## config.mk

```make
export PLATFORM = sky130hd
export DESIGN_NAME = key_scan_rep
export DESIGN_NICKNAME = d
export VERILOG_FILES = /design/src/rtl/key_pkg.sv /design/src/rtl/key_chan.sv /design/src/rtl/key_scan_rep.sv
export SDC_FILE = /design/constraint.sdc
export NUM_CORES = 1
export LEC_CHECK = 0
export ABC_AREA = 0
export BUFFER_PORTS_ARGS = -buffer_cell sky130_fd_sc_hd__buf_2
export CORE_UTILIZATION = 59
export CTS_BUF_LIST = sky130_fd_sc_hd__clkbuf_8
export DETAILED_ROUTE_END_ITERATION = 8
export HOLD_SLACK_MARGIN = 0.05
export MAX_ROUTING_LAYER = met4
export PLACE_DENSITY = 0.87
export RECOVER_POWER = 100
export SLEW_MARGIN = 20
export SYNTH_ARGS = -nofsm -noshare
export SYNTH_HDL_FRONTEND = slang
export SYNTH_SLANG_ARGS = --single-unit
```

## constraint.sdc

```tcl
create_clock -name clk -period 2.19 [get_ports clk]
set_input_delay 0.438 -clock clk [delete_from_list [all_inputs] [get_ports clk]]
set_output_delay 0.438 -clock clk [all_outputs]
set_load 0.005 [all_outputs]
```

## src/rtl/key_pkg.sv

```systemverilog
// Shared state encoding and default 50 MHz timing for the key scan front end.
package key_pkg;

    typedef enum logic [2:0] {
        IDLE    = 3'd0,
        DEB_DN  = 3'd1,
        PRESSED = 3'd2,
        REPEAT  = 3'd3,
        DEB_UP  = 3'd4
    } key_state_t;

    localparam int DEF_DEB_CYC  = 500_000;     // 10 ms
    localparam int DEF_HOLD_CYC = 25_000_000;  // 500 ms
    localparam int DEF_REP_CYC  = 10_000_000;  // 200 ms

    function automatic logic is_held(input key_state_t s);
        return (s == PRESSED) || (s == REPEAT) || (s == DEB_UP);
    endfunction

endpackage

```

## src/rtl/key_chan.sv

```systemverilog
// One key channel: 2-FF synchroniser, debounce/auto-repeat FSM with one shared
// timer, and registered strobes that follow the FSM transitions.
module key_chan
    import key_pkg::*;
#(
    parameter int CNT_W    = 32,
    parameter int DEB_CYC  = DEF_DEB_CYC,
    parameter int HOLD_CYC = DEF_HOLD_CYC,
    parameter int REP_CYC  = DEF_REP_CYC,
    parameter bit REP_EN   = 1'b1
) (
    input  logic clk,
    input  logic rst_n,
    input  logic key,
    output logic held,
    output logic press,
    output logic release_stb,
    output logic fire,
    output logic long_press
);

    localparam logic [CNT_W-1:0] DEB_LIM  = CNT_W'(DEB_CYC - 1);
    localparam logic [CNT_W-1:0] HOLD_LIM = CNT_W'(HOLD_CYC - 1);
    localparam logic [CNT_W-1:0] REP_LIM  = CNT_W'(REP_CYC - 1);

    logic             sync_p0;
    logic             sync_p1;
    logic             ks;
    key_state_t       state;
    key_state_t       state_nxt;
    logic [CNT_W-1:0] cnt;
    logic [CNT_W-1:0] cnt_nxt;
    logic             restart;
    logic             counting;
    logic             press_nxt;
    logic             release_nxt;
    logic             fire_nxt;

    // Stage p0/p1: synchroniser, preset to the released (high) level
    always_ff @(posedge clk or negedge rst_n) begin
        if (!rst_n) begin
            sync_p0 <= 1'b1;
            sync_p1 <= 1'b1;
        end else begin
            sync_p0 <= key;
            sync_p1 <= sync_p0;
        end
    end

    assign ks = sync_p1;

    // Release is checked before any timer limit so a release always wins
    always_comb begin
        state_nxt   = state;
        restart     = 1'b0;
        press_nxt   = 1'b0;
        release_nxt = 1'b0;
        fire_nxt    = 1'b0;
        case (state)
            IDLE: begin
                if (!ks) state_nxt = DEB_DN;
            end
            DEB_DN: begin
                if (ks) begin
                    state_nxt = IDLE;
                end else if (cnt == DEB_LIM) begin
                    state_nxt = PRESSED;
                    press_nxt = 1'b1;
                    fire_nxt  = 1'b1;
                end
            end
            PRESSED: begin
                if (ks) begin
                    state_nxt = DEB_UP;
                end else if (REP_EN && (cnt == HOLD_LIM)) begin
                    state_nxt = REPEAT;
                    fire_nxt  = 1'b1;
                end
            end
            REPEAT: begin
                if (ks) begin
                    state_nxt = DEB_UP;
                end else if (cnt == REP_LIM) begin
                    restart  = 1'b1;
                    fire_nxt = 1'b1;
                end
            end
            DEB_UP: begin
                if (!ks) begin
                    state_nxt = PRESSED;
                end else if (cnt == DEB_LIM) begin
                    state_nxt   = IDLE;
                    release_nxt = 1'b1;
                end
            end
            default: state_nxt = IDLE;
        endcase
    end

    // IDLE and a non-repeating PRESSED never wait on the timer, so it holds there
    always_comb begin
        counting = (state == DEB_DN) || (state == DEB_UP) || (state == REPEAT) ||
                   ((state == PRESSED) && REP_EN);
        cnt_nxt  = cnt;
        if ((state_nxt != state) || restart) begin
            cnt_nxt = '0;
        end else if (counting) begin
            cnt_nxt = cnt + CNT_W'(1);
        end
    end

    // Stage p2: state, timer and registered outputs
    always_ff @(posedge clk or negedge rst_n) begin
        if (!rst_n) begin
            state       <= IDLE;
            cnt         <= '0;
            held        <= 1'b0;
            press       <= 1'b0;
            release_stb <= 1'b0;
            fire        <= 1'b0;
            long_press  <= 1'b0;
        end else begin
            state       <= state_nxt;
            cnt         <= cnt_nxt;
            held        <= is_held(state_nxt);
            press       <= press_nxt;
            release_stb <= release_nxt;
            fire        <= fire_nxt;
            long_press  <= (state_nxt == REPEAT);
        end
    end

endmodule

```

## src/rtl/key_scan_rep.sv

```systemverilog
// N-channel push-button front end: independent debounce/auto-repeat per key.
// The release strobe is named release_stb because `release` is a reserved word.
module key_scan_rep
    import key_pkg::*;
#(
    parameter int NCH      = 4,
    parameter int CNT_W    = 32,
    parameter int DEB_CYC  = DEF_DEB_CYC,
    parameter int HOLD_CYC = DEF_HOLD_CYC,
    parameter int REP_CYC  = DEF_REP_CYC,
    parameter bit REP_EN   = 1'b1
) (
    input  logic           clk,
    input  logic           rst_n,
    input  logic [NCH-1:0] key,
    output logic [NCH-1:0] held,
    output logic [NCH-1:0] press,
    output logic [NCH-1:0] release_stb,
    output logic [NCH-1:0] fire,
    output logic [NCH-1:0] long_press
);

    for (genvar i = 0; i < NCH; i++) begin : g_chan
        key_chan #(
            .CNT_W   (CNT_W),
            .DEB_CYC (DEB_CYC),
            .HOLD_CYC(HOLD_CYC),
            .REP_CYC (REP_CYC),
            .REP_EN  (REP_EN)
        ) u_chan (
            .clk        (clk),
            .rst_n      (rst_n),
            .key        (key[i]),
            .held       (held[i]),
            .press      (press[i]),
            .release_stb(release_stb[i]),
            .fire       (fire[i]),
            .long_press (long_press[i])
        );
    end

endmodule

```

==> out/metrics.csv <==
metric,value,unit
area_growth_syn_to_layout,26.8,%
gp_congestion,0.964,
ios,26,
arrival,2.85,ns
final.setup.tns,-18.31,ns
maxSlewHeadroom,3.93,%
slowest_delay,0.40,ns
core,14600,um2
ant_nets,0,
cts_tree,built,
p_leak,4.82,nW
post-route-drc-count,6,
syn-cell-area,8940,um2
r2r_setup_slack,-0.28,ns
post-route-util,77.4,%
drt-total-wl,24400,um
rsz0062_at_grt,true,
crit_required,2.57,ns
final-instance-count-excl-fill,1313,
grt_pass1_vias,7878,
stdcell_area,11300,um2
cts-buffers-inserted,17,
finalWorstSetupSlack,-0.282,ns
clk_pin_slew_worst_paths,0.11,ns
dp_hpwl,14500,um
ir_worst_vdd,0.449,mV
skew,0.0281,ns
worst_slew_pin_slew,1.44,ns
num_rows,44,
path_class,register to register,
die_area,15700,um2
dr.pass1.iters,9,
cp_max_fo,5,
antenna_found_initial,0,
drv_slew,0,
powerDensity,523,nW/um2
syn_avg_cell_area,9.30,um2
nets,1126,
ctsHtreeMaxLevel,4,
synth.ff_latch_count,168,
yosysWarnings,0,
fin_crit,2.47,ns
finalPower,5.93,mW
worst_hold_path_type,input port to register,
whs_endpoint,g_chan[3].u_chan.sync_p0$_DFF_PN1_,
drt_iter0_drc,901,
synthFlopType,dfrtp_1,
clk_latency,0.49,ns
worstReg2RegEnd,g_chan[2].u_chan.cnt[25]$_DFFE_PN0P_,
cap_violations,0,
ff2ff_path_depth,8,
num_vias,8135,
overflow,0,
final_common_cell,dfrtp_1,
r2r_start,g_chan[2].u_chan.state[0]$_DFF_PN0_,
end_kind,register,
min-delay-start,key[3],
period_share,113,%
initial_core_util,61.1,%
crit_path_top_delay_cell,dfrtp_1,
place_ws,-0.210,ns
nFillCells,875,
place_area,10300,um2
dieHeight,125,um
root_buffer,clkbuf_8,
hold_slack,0.0681,ns
yosysSeqAreaShare,47.1,%
cts_sinks,168,
finalSetupViolCount,96,
clock.fmax,405,MHz
synth.distinct_cells,60,
routed_via_density,6.20,
min_delay_path_depth,1,
grt_usage,30.1,%
synth_fp_nets,972,
numPortBuffers,25,
dp.cells,1258,
mostFrequentLayoutCells,"dfrtp_1, buf_4, nor2_1",
diodes,0,
die_x,125,um
grt_max_degree,58,
synthArstFlopShare,100,%
ctsLongestPathBuffers,2,
synthCells,962,
violations,"DRC, setup timing",
finalHoldViolations,0,
crit_path_start_kind,register,
grt_pass1_wl,36600,um
wl_per_cell,18.6,um
drive_gt1_share,28.4,%
synth_edf_count,0,
path_cells,buf_4 > o21a_1 > nor3_1 > nand4_1 > buf_4 > nor3_1 > xnor2_1 > nor2_1,
cp-startpoint,g_chan[2].u_chan.state[0]$_DFF_PN0_,
status,finished with violations,
## kinds of logic after synthesis
| kind of cell | synth area share (%) |
|---|---|
| muxes | 0.923 |
| adders and majority gates | 0.560 |
| AOI/OAI and AO/OA | 5.85 |
| DFF | 47.1 |
| and+or+nand+nor | 29.3 |
| xor gates and xnor gates | 11.8 |
| buffers and inverters | 4.53 |
## how the worst max path moves through the flow
stage and to:
3_5_place_dp g_chan[2].u_chan.cnt[1]$_DFFE_PN0P_, 3_3_place_gp g_chan[2].u_chan.cnt[4]$_DFFE_PN0P_, 2_1_floorplan g_chan[2].u_chan.cnt[4]$_DFFE_PN0P_, 4_1_cts g_chan[2].u_chan.cnt[26]$_DFFE_PN0P_, 5_1_grt g_chan[3].u_chan.cnt[22]$_DFFE_PN0P_, 6_report g_chan[2].u_chan.cnt[25]$_DFFE_PN0P_
## cells in the mapped netlist (8+ instances only)
library cell  count  area, um2
dfrtp_1         160       4000
nor2_1          144        541
nand2_1          67        251
xnor2_1          65        569
xor2_1           55        482
a21oi_1          45        225
nand3_1          43        215
nand4_1          42        263
nor3_1           34        170
clkbuf_1         33        124
and3_1           30        188
nor4_1           23        144
inv_1            22       82.6
buf_4            20        150
o21ai_0          20        100
and4_1           16        140
nor2b_1          13       81.3
or3_1            13       81.3
and2_1           12       75.1
dfstp_2           8        210
## power breakdown
part | internal (mW) | switching, mW | total [mW]
Clock | 1.13 | 1.13 | 2.26
Combinational | 0.199 | 0.305 | 0.505
Sequential | 3.14 | 0.0251 | 3.17
Total | 4.47 | 1.46 | 5.93
## worst max-delay path, delay by kind of cell (launching register included)
kind / cells / cell delay [ns]
DFF: 1 / 0.40
xor gates and xnor gates: 1 / 0.25
AOI/OAI and AO/OA: 1 / 0.21
and+or+nand+nor: 4 / 1.09
buffers and inverters: 2 / 0.42
## per-layer routing
metal	vias to the layer above	GRT usage [%]	part of all wire, %
li1	3635	-	-
met1	3963	35.4	39
met2	424	50.0	50
met3	113	6.12	6.8
met4	0	13.6	4.3
met5	-	-	0
## state kept, by name (all words and copies together) (netlist names)
register                   flops
g_chan.u_chan.cnt            128
g_chan.u_chan.state           12
g_chan.u_chan.fire             4
g_chan.u_chan.held             4
g_chan.u_chan.ks               4
g_chan.u_chan.long_press       4
g_chan.u_chan.press            4
g_chan.u_chan.release_stb      4
g_chan.u_chan.sync_p0          4
## what timing repair did
item	4_1_cts	5_1_grt
resized for setup	23	81
pin swaps	18	36
hold buffers	2	1
endpoints found under the setup margin	97	122
cloned	3	3
hold endpoints to repair	50	1
setup buffers	6	9
## area by class of cell
type                            count  area, um2  area share [%]
Timing Repair Buffer              194       1540            13.5
Clock buffer                       18        248            2.18
Multi-Input combinational cell    713       4880            43.1
Clock inverter                     14        144            1.27
Inverter                           22       82.6           0.728
Tap cell                          184        230            2.03
Sequential cell                   168       4220            37.2
No activity file was read; power rests on OpenSTA's default activity.
